$ cat src/rtl/hamming_enc_arbiter.sv
`default_nettype none
// ============================================================================
// Module      : hamming_enc_arbiter
// Description : Round-robin arbiter in front of a shared (16,11) SECDED encoder
//               that feeds a 2-entry valid/ready output FIFO.
//               Optional feature macro: HAM_ERR_INJECT_EN (one-shot bit flip).
// Revision    : 1.0 - initial release
// ============================================================================
module hamming_enc_arbiter #(
  parameter int N_REQ = 4,
  parameter int SRC_W = 2,
  parameter int CNT_W = 16
) (
  input  logic                 clk,
  input  logic                 rst,
  input  logic [N_REQ-1:0]     req_valid,
  input  logic [11*N_REQ-1:0]  req_data,
  output logic [N_REQ-1:0]     req_ready,
  output logic                 out_valid,
  input  logic                 out_ready,
  output logic [15:0]          out_data,
  output logic [SRC_W-1:0]     out_src,
  output logic [CNT_W-1:0]     cw_count
`ifdef HAM_ERR_INJECT_EN
  ,
  input  logic                 inj_arm,
  input  logic [3:0]           inj_bit
`endif
);

  localparam logic [SRC_W-1:0] c_PTR_RST = SRC_W'(N_REQ - 1);
  localparam logic [SRC_W:0]   c_N_REQ   = (SRC_W + 1)'(N_REQ);

  // Codeword layout: {d[10:0], p0, p1, p2, p3, p4}
  function automatic logic [15:0] f_encode(input logic [10:0] d);
    logic p0, p1, p2, p3, p4;
    p1 = d[0] ^ d[1] ^ d[3] ^ d[4] ^ d[6] ^ d[8] ^ d[10];
    p2 = d[0] ^ d[2] ^ d[3] ^ d[5] ^ d[6] ^ d[9] ^ d[10];
    p3 = d[1] ^ d[2] ^ d[3] ^ d[7] ^ d[8] ^ d[9] ^ d[10];
    p4 = ^d[10:4];
    p0 = (^d) ^ p1 ^ p2 ^ p3 ^ p4;
    return {d, p0, p1, p2, p3, p4};
  endfunction

  logic [SRC_W-1:0] r_ptr;
  logic             r_head_vld;
  logic [15:0]      r_head_data;
  logic [SRC_W-1:0] r_head_src;
  logic             r_tail_vld;
  logic [15:0]      r_tail_data;
  logic [SRC_W-1:0] r_tail_src;
  logic [CNT_W-1:0] r_cw_count;

  logic             w_found;
  logic [SRC_W-1:0] w_grant;
  logic [SRC_W:0]   w_idx;
  logic             w_space;
  logic             w_push;
  logic             w_pop;
  logic [10:0]      w_word;
  logic [15:0]      w_inj_mask;
  logic [15:0]      w_push_cw;

  // Search starts one past the last winner so every requester gets a turn.
  always_comb begin
    w_found = 1'b0;
    w_grant = '0;
    w_idx   = '0;
    for (int i = 1; i <= N_REQ; i++) begin
      w_idx = {1'b0, r_ptr} + (SRC_W + 1)'(i);
      if (w_idx >= c_N_REQ) begin
        w_idx = w_idx - c_N_REQ;
      end
      if (!w_found && req_valid[w_idx[SRC_W-1:0]]) begin
        w_found = 1'b1;
        w_grant = w_idx[SRC_W-1:0];
      end
    end
  end

  // Space is judged from registered occupancy only, never from out_ready.
  assign w_space = !(r_head_vld && r_tail_vld);
  assign w_push  = w_found && w_space;
  assign w_pop   = r_head_vld && out_ready;

  always_comb begin
    req_ready = '0;
    if (w_push) begin
      req_ready[w_grant] = 1'b1;
    end
  end

  assign w_word    = req_data[11*w_grant +: 11];
  assign w_push_cw = f_encode(w_word) ^ w_inj_mask;

`ifdef HAM_ERR_INJECT_EN
  logic       r_inj_armed;
  logic [3:0] r_inj_bit;
  logic       w_inj_live;
  logic [3:0] w_inj_sel;

  // An arm coinciding with a push takes effect on that same push.
  assign w_inj_live = inj_arm || r_inj_armed;
  assign w_inj_sel  = inj_arm ? inj_bit : r_inj_bit;
  assign w_inj_mask = w_inj_live ? (16'h0001 << w_inj_sel) : 16'h0000;

  always_ff @(posedge clk) begin
    if (rst) begin
      r_inj_armed <= 1'b0;
      r_inj_bit   <= 4'd0;
    end else if (w_push && w_inj_live) begin
      r_inj_armed <= 1'b0;
    end else if (inj_arm) begin
      r_inj_armed <= 1'b1;
      r_inj_bit   <= inj_bit;
    end
  end
`else
  assign w_inj_mask = 16'h0000;
`endif

  always_ff @(posedge clk) begin
    if (rst) begin
      r_ptr <= c_PTR_RST;
    end else if (w_push) begin
      r_ptr <= w_grant;
    end
  end

  // Head register drives the outputs directly so they hold when emptied.
  always_ff @(posedge clk) begin
    if (rst) begin
      r_head_vld  <= 1'b0;
      r_head_data <= '0;
      r_head_src  <= '0;
      r_tail_vld  <= 1'b0;
      r_tail_data <= '0;
      r_tail_src  <= '0;
    end else if (w_pop) begin
      if (r_tail_vld) begin
        r_head_vld  <= 1'b1;
        r_head_data <= r_tail_data;
        r_head_src  <= r_tail_src;
        r_tail_vld  <= w_push;
        if (w_push) begin
          r_tail_data <= w_push_cw;
          r_tail_src  <= w_grant;
        end
      end else begin
        r_head_vld <= w_push;
        if (w_push) begin
          r_head_data <= w_push_cw;
          r_head_src  <= w_grant;
        end
      end
    end else if (w_push) begin
      if (r_head_vld) begin
        r_tail_vld  <= 1'b1;
        r_tail_data <= w_push_cw;
        r_tail_src  <= w_grant;
      end else begin
        r_head_vld  <= 1'b1;
        r_head_data <= w_push_cw;
        r_head_src  <= w_grant;
      end
    end
  end

  always_ff @(posedge clk) begin
    if (rst) begin
      r_cw_count <= '0;
    end else if (w_pop && (r_cw_count != {CNT_W{1'b1}})) begin
      r_cw_count <= r_cw_count + 1'b1;
    end
  end

  assign out_valid = r_head_vld;
  assign out_data  = r_head_data;
  assign out_src   = r_head_src;
  assign cw_count  = r_cw_count;

endmodule
`default_nettype wire
$ cat config.mk
export PLATFORM = sky130hd
export DESIGN_NAME = hamming_enc_arbiter
export DESIGN_NICKNAME = d
export VERILOG_FILES = /design/src/rtl/hamming_enc_arbiter.sv
export SDC_FILE = /design/constraint.sdc
export NUM_CORES = 1
export LEC_CHECK = 0
export CAP_MARGIN = 30
export CORE_MARGIN = 2
export CORE_UTILIZATION = 45
export CTS_CLUSTER_DIAMETER = 120
export CTS_CLUSTER_SIZE = 30
export DETAILED_ROUTE_END_ITERATION = 6
export HOLD_SLACK_MARGIN = 0.03
export PLACE_DENSITY = 0.85
export SYNTH_ARGS = -nofsm -noshare
export SYNTH_HDL_FRONTEND = slang
export SYNTH_SLANG_ARGS = --single-unit
$ cat constraint.sdc
create_clock -name clk -period 5.2 [get_ports clk]
set_clock_uncertainty 0.2 [all_clocks]
set_input_delay 1.04 -clock clk [delete_from_list [all_inputs] [get_ports clk]]
set_output_delay 1.04 -clock clk [all_outputs]
set_load 0.01 [all_outputs]
==> summary.txt <==
Power and ir drop
  • Switching Share: 0.329
  • PwrDens: roughly 330 nW/um^2
  • Int Pwr: approximately 0.9 mW
  • Combinational power share: 0.435
  • Flop pwr share: 0.378
  • Leakage: 1.61 nW
  • Peak VDD IR: approximately 0.00016 V
  • Switching power of the nets: 0.442 mW
  • Clock network power share: 0.187
  • Total chip power: 1.34 mW

Logic synthesis
  • Asr flop ratio synth: 0
  • Sequential share of the synthesized area: 0.363
  • Synth area leaders: dfxtp_1 (36%), mux2i_1 (13%), nand2_1 (7.7%), nor2_1 (5.7%), xnor2_1 (5.7%)
  • Top cell type's share of synthesized area: 0.363
  • Post-synthesis register bit count: 56
  • Largest area contributor in the netlist: dfxtp_1
  • Synth warn: 0
  • Synth cell types: 37
  • Synth Area per Inst: ~8.4 um^2
  • Post-synth EDFFs: 0
  • Cell count after synthesis: roughly 370
  • Post-Synthesis Net Count: between 400 and 500
  • Synthesized cell area: 3090 um^2
  • Prevailing post-synth register cell: dfxtp_1

Worst setup path
  • Critical path's most frequent cell: clkdlybuf4s50_1
  • CP peak stage delay: ~0.55 ns
  • Setup Crit Path Kind: in -> out
  • CP endpoint: req_ready[1]
  • Critical path's slowest cell: clkdlybuf4s50_1
  • Crit path launch: req_valid[1]
  • Cells on worst reg2reg path: 10
  • Crit end category: primary output
  • Worst setup SP type: input pin
  • R2R Setup Slk: around 2 ns
  • R2R Path Start: r_ptr[0]
  • Arrival time worst endpoint: approximately 3.1 ns
  • Reg-to-Reg End: out_data[4]
  • Ordered list of cells on the worst path: clkdlybuf4s50_1 > or3b_1 > o221a_2 > buf_12 > nand2b_1 > nor2b_1 > clkdlybuf4s50_1
  • Required @ worst endpoint: 3.96 ns
  • Worst Path Max Fanout: 32

Place
  • Port bufs: 89
  • Detailed Place HPWL: approximately 5500 um
  • Gpl congestion: ~0.8
  • DP Worst Slack: between 0.7 and 0.8 ns

Layout
  • Ant diodes: 0
  • Most frequent cells in the layout: clkdlybuf4s50_1 (89), nand2_1 (63), dfxtp_1 (56)
  • Most common cell after layout, fill and taps aside: clkdlybuf4s50_1
  • Nets: 500
  • Synth-to-Final Area Change: 33.2%
  • Area of the multi-input gates: between 1500 and 2000 um^2
  • Filler cell count: a little under 600
  • FF+latch area: between 1000 and 1500 um^2
  • Layout cell share with drive strength beyond 1: 0.0401

Flow run
  • Max-cap violations: 0

Hold path
  • Min-delay src: r_tail_data[9]
  • Hold Path Cell Cnt: 2
  • Hold Path Class: reg -> reg

Floorplan
  • DIE HEIGHT: between 80 and 90 um
  • Full die area: around 7500 um^2
  • Die Wd: about 87 um
  • Starting density of the core: 0.460
  • Top Ports: 90
  • Core box area: 6720 um^2
  • FP Rows: 30

Drt
  • Vias per inst: around 5.3
  • Drt drc: 0
  • WL per Instance: around 14 um
  • ANT nets after route: 0
  • WL final: 7530 um
  • Total iterations of the first detailed-routing run: 4
  • First DRT Iteration DRCs: between 100 and 150
  • Vias: around 2800

Clock tree
  • CTS Buf Count: 5
  • Root Buffer: clkbuf_8
  • Clk Latency, worst-skew pair: 0.32 ns
  • Post-CTS Hold Fix Bufs: 0
  • Clock Path Buffers: 2
  • Post-CTS sizing: 0
  • Clock slew at reported path FFs: 0.10 ns
  • Clk sinks: 56
  • CTS H-tree depth: 2
  • CTS tree: built
  • Post-CTS Setup Repair Bufs: 0

Timing
  • Crit share post-route: 0.840
  • Rel. slew slack: 0.439
  • Sum Neg Setup Slack: 0 ns
  • FMAX: roughly 0.23 GHz
  • Measured slew at the worst slew-check pin: 0.841 ns
  • Final hold viol count: 0
  • Setup violators final: 0
  • RSZ-0062 raised after global routing: false
  • Final worst slack: between 0.8 and 0.9 ns
  • Pins over their slew limit: 0
  • Crit path time final: roughly 4.4 ns

Global routing
  • Total grt overflow: 0
  • Number of global-route vias before repair: about 2700
  • First-pass GRT wire length: 12200 um
  • Initial antenna violation count: 0
  • GRT Total Usage: 0.203
  • Largest net degree at the start of global routing: 35

Status
  • Status: completed
==> metal layers <==
| metal | vias up | share of wire | GRT usage |
|---|---|---|---|
| li1 | 1422 | - | - |
| met1 | 1279 | 0.42 | 0.232 |
| met2 | 89 | 0.49 | 0.363 |
| met3 | 20 | 0.064 | 0.0457 |
| met4 | 0 | 0.027 | 0.0810 |
| met5 | - | 0 | 0 |
==> power groups by stage <==
stage	registers (mW)	logic, mW	clock network (mW)
5_1_grt	0.511	0.635	0.272
2_1_floorplan	0.527	0.391	0
3_5_place_dp	0.516	0.581	0
3_3_place_gp	0.515	0.574	0
4_1_cts	0.507	0.585	0.253
6_report	0.507	0.583	0.250
==> state kept, by name (all words and copies together), names as in the netlist <==
name / cells
out_valid: 1
out_src: 2
r_tail_data: 16
r_tail_vld: 1
out_data: 16
cw_count: 16
r_tail_src: 2
r_ptr: 2
==> cell usage after synthesis (3+ instances only) <==
cell / number
nand4_1: 3
a21oi_1: 32
inv_1: 7
or3_1: 3
xnor3_1: 4
nor3_1: 4
clkbuf_1: 15
nor2b_1: 10
mux2i_1: 39
xnor2_1: 20
xor2_1: 10
a211oi_1: 3
nor2_1: 47
dfxtp_1: 56
a311oi_1: 12
o21ai_0: 11
nand3_1: 6
nand2_1: 63
==> worst max-delay path: cells and delay by family <==
| family | cells | cell delay (ns) |
|---|---|---|
| AOI/OAI and AO/OA | 1 | 0.15 |
| and+or+nand+nor | 3 | 0.68 |
| buffers and inverters | 3 | 1.26 |
==> through the flow <==
step / cell area, um^2 / instances / hold slack (ns) / util
2_1_floorplan: 3090 / 368 / 0.237 / -
3_3_place_gp: 4020 / 521 / 0.243 / 0.598
3_5_place_dp: 4020 / 521 / 0.247 / 0.598
4_1_cts: 4110 / 529 / 0.262 / 0.612
5_1_grt: 4110 / 529 / 0.275 / 0.612
6_report: 4110 / 529 / 0.261 / 0.612
==> area by class of cell <==
cell class / count / share of cell area
clock buffers: 5 / 0.0167
clock inverters: 3 / 0.00639
inverters: 7 / 0.00639
multi-input cells: 283 / 0.443
flip-flops and latches: 56 / 0.273
well taps: 80 / 0.0243
repair buffers: 95 / 0.231
==> how the worst min path moves through the flow <==
stage | to | slack (ns)
6_report | r_tail_data[9] | 0.26
5_1_grt | r_tail_data[13] | 0.28
4_1_cts | r_tail_data[13] | 0.26
3_5_place_dp | r_tail_data[13] | 0.25
3_3_place_gp | r_tail_data[6] | 0.24
2_1_floorplan | r_tail_data[10] | 0.24
==> cell families after synthesis <==
family,share of synthesized area
and+or+nand+nor,0.204
AOI/OAI and AO/OA,0.124
buffers and inverters,0.0515
muxes,0.131
adders and majority gates,0.00405
xor gates and xnor gates,0.122
DFF,0.363
No activity file was read; power rests on OpenSTA's default activity.
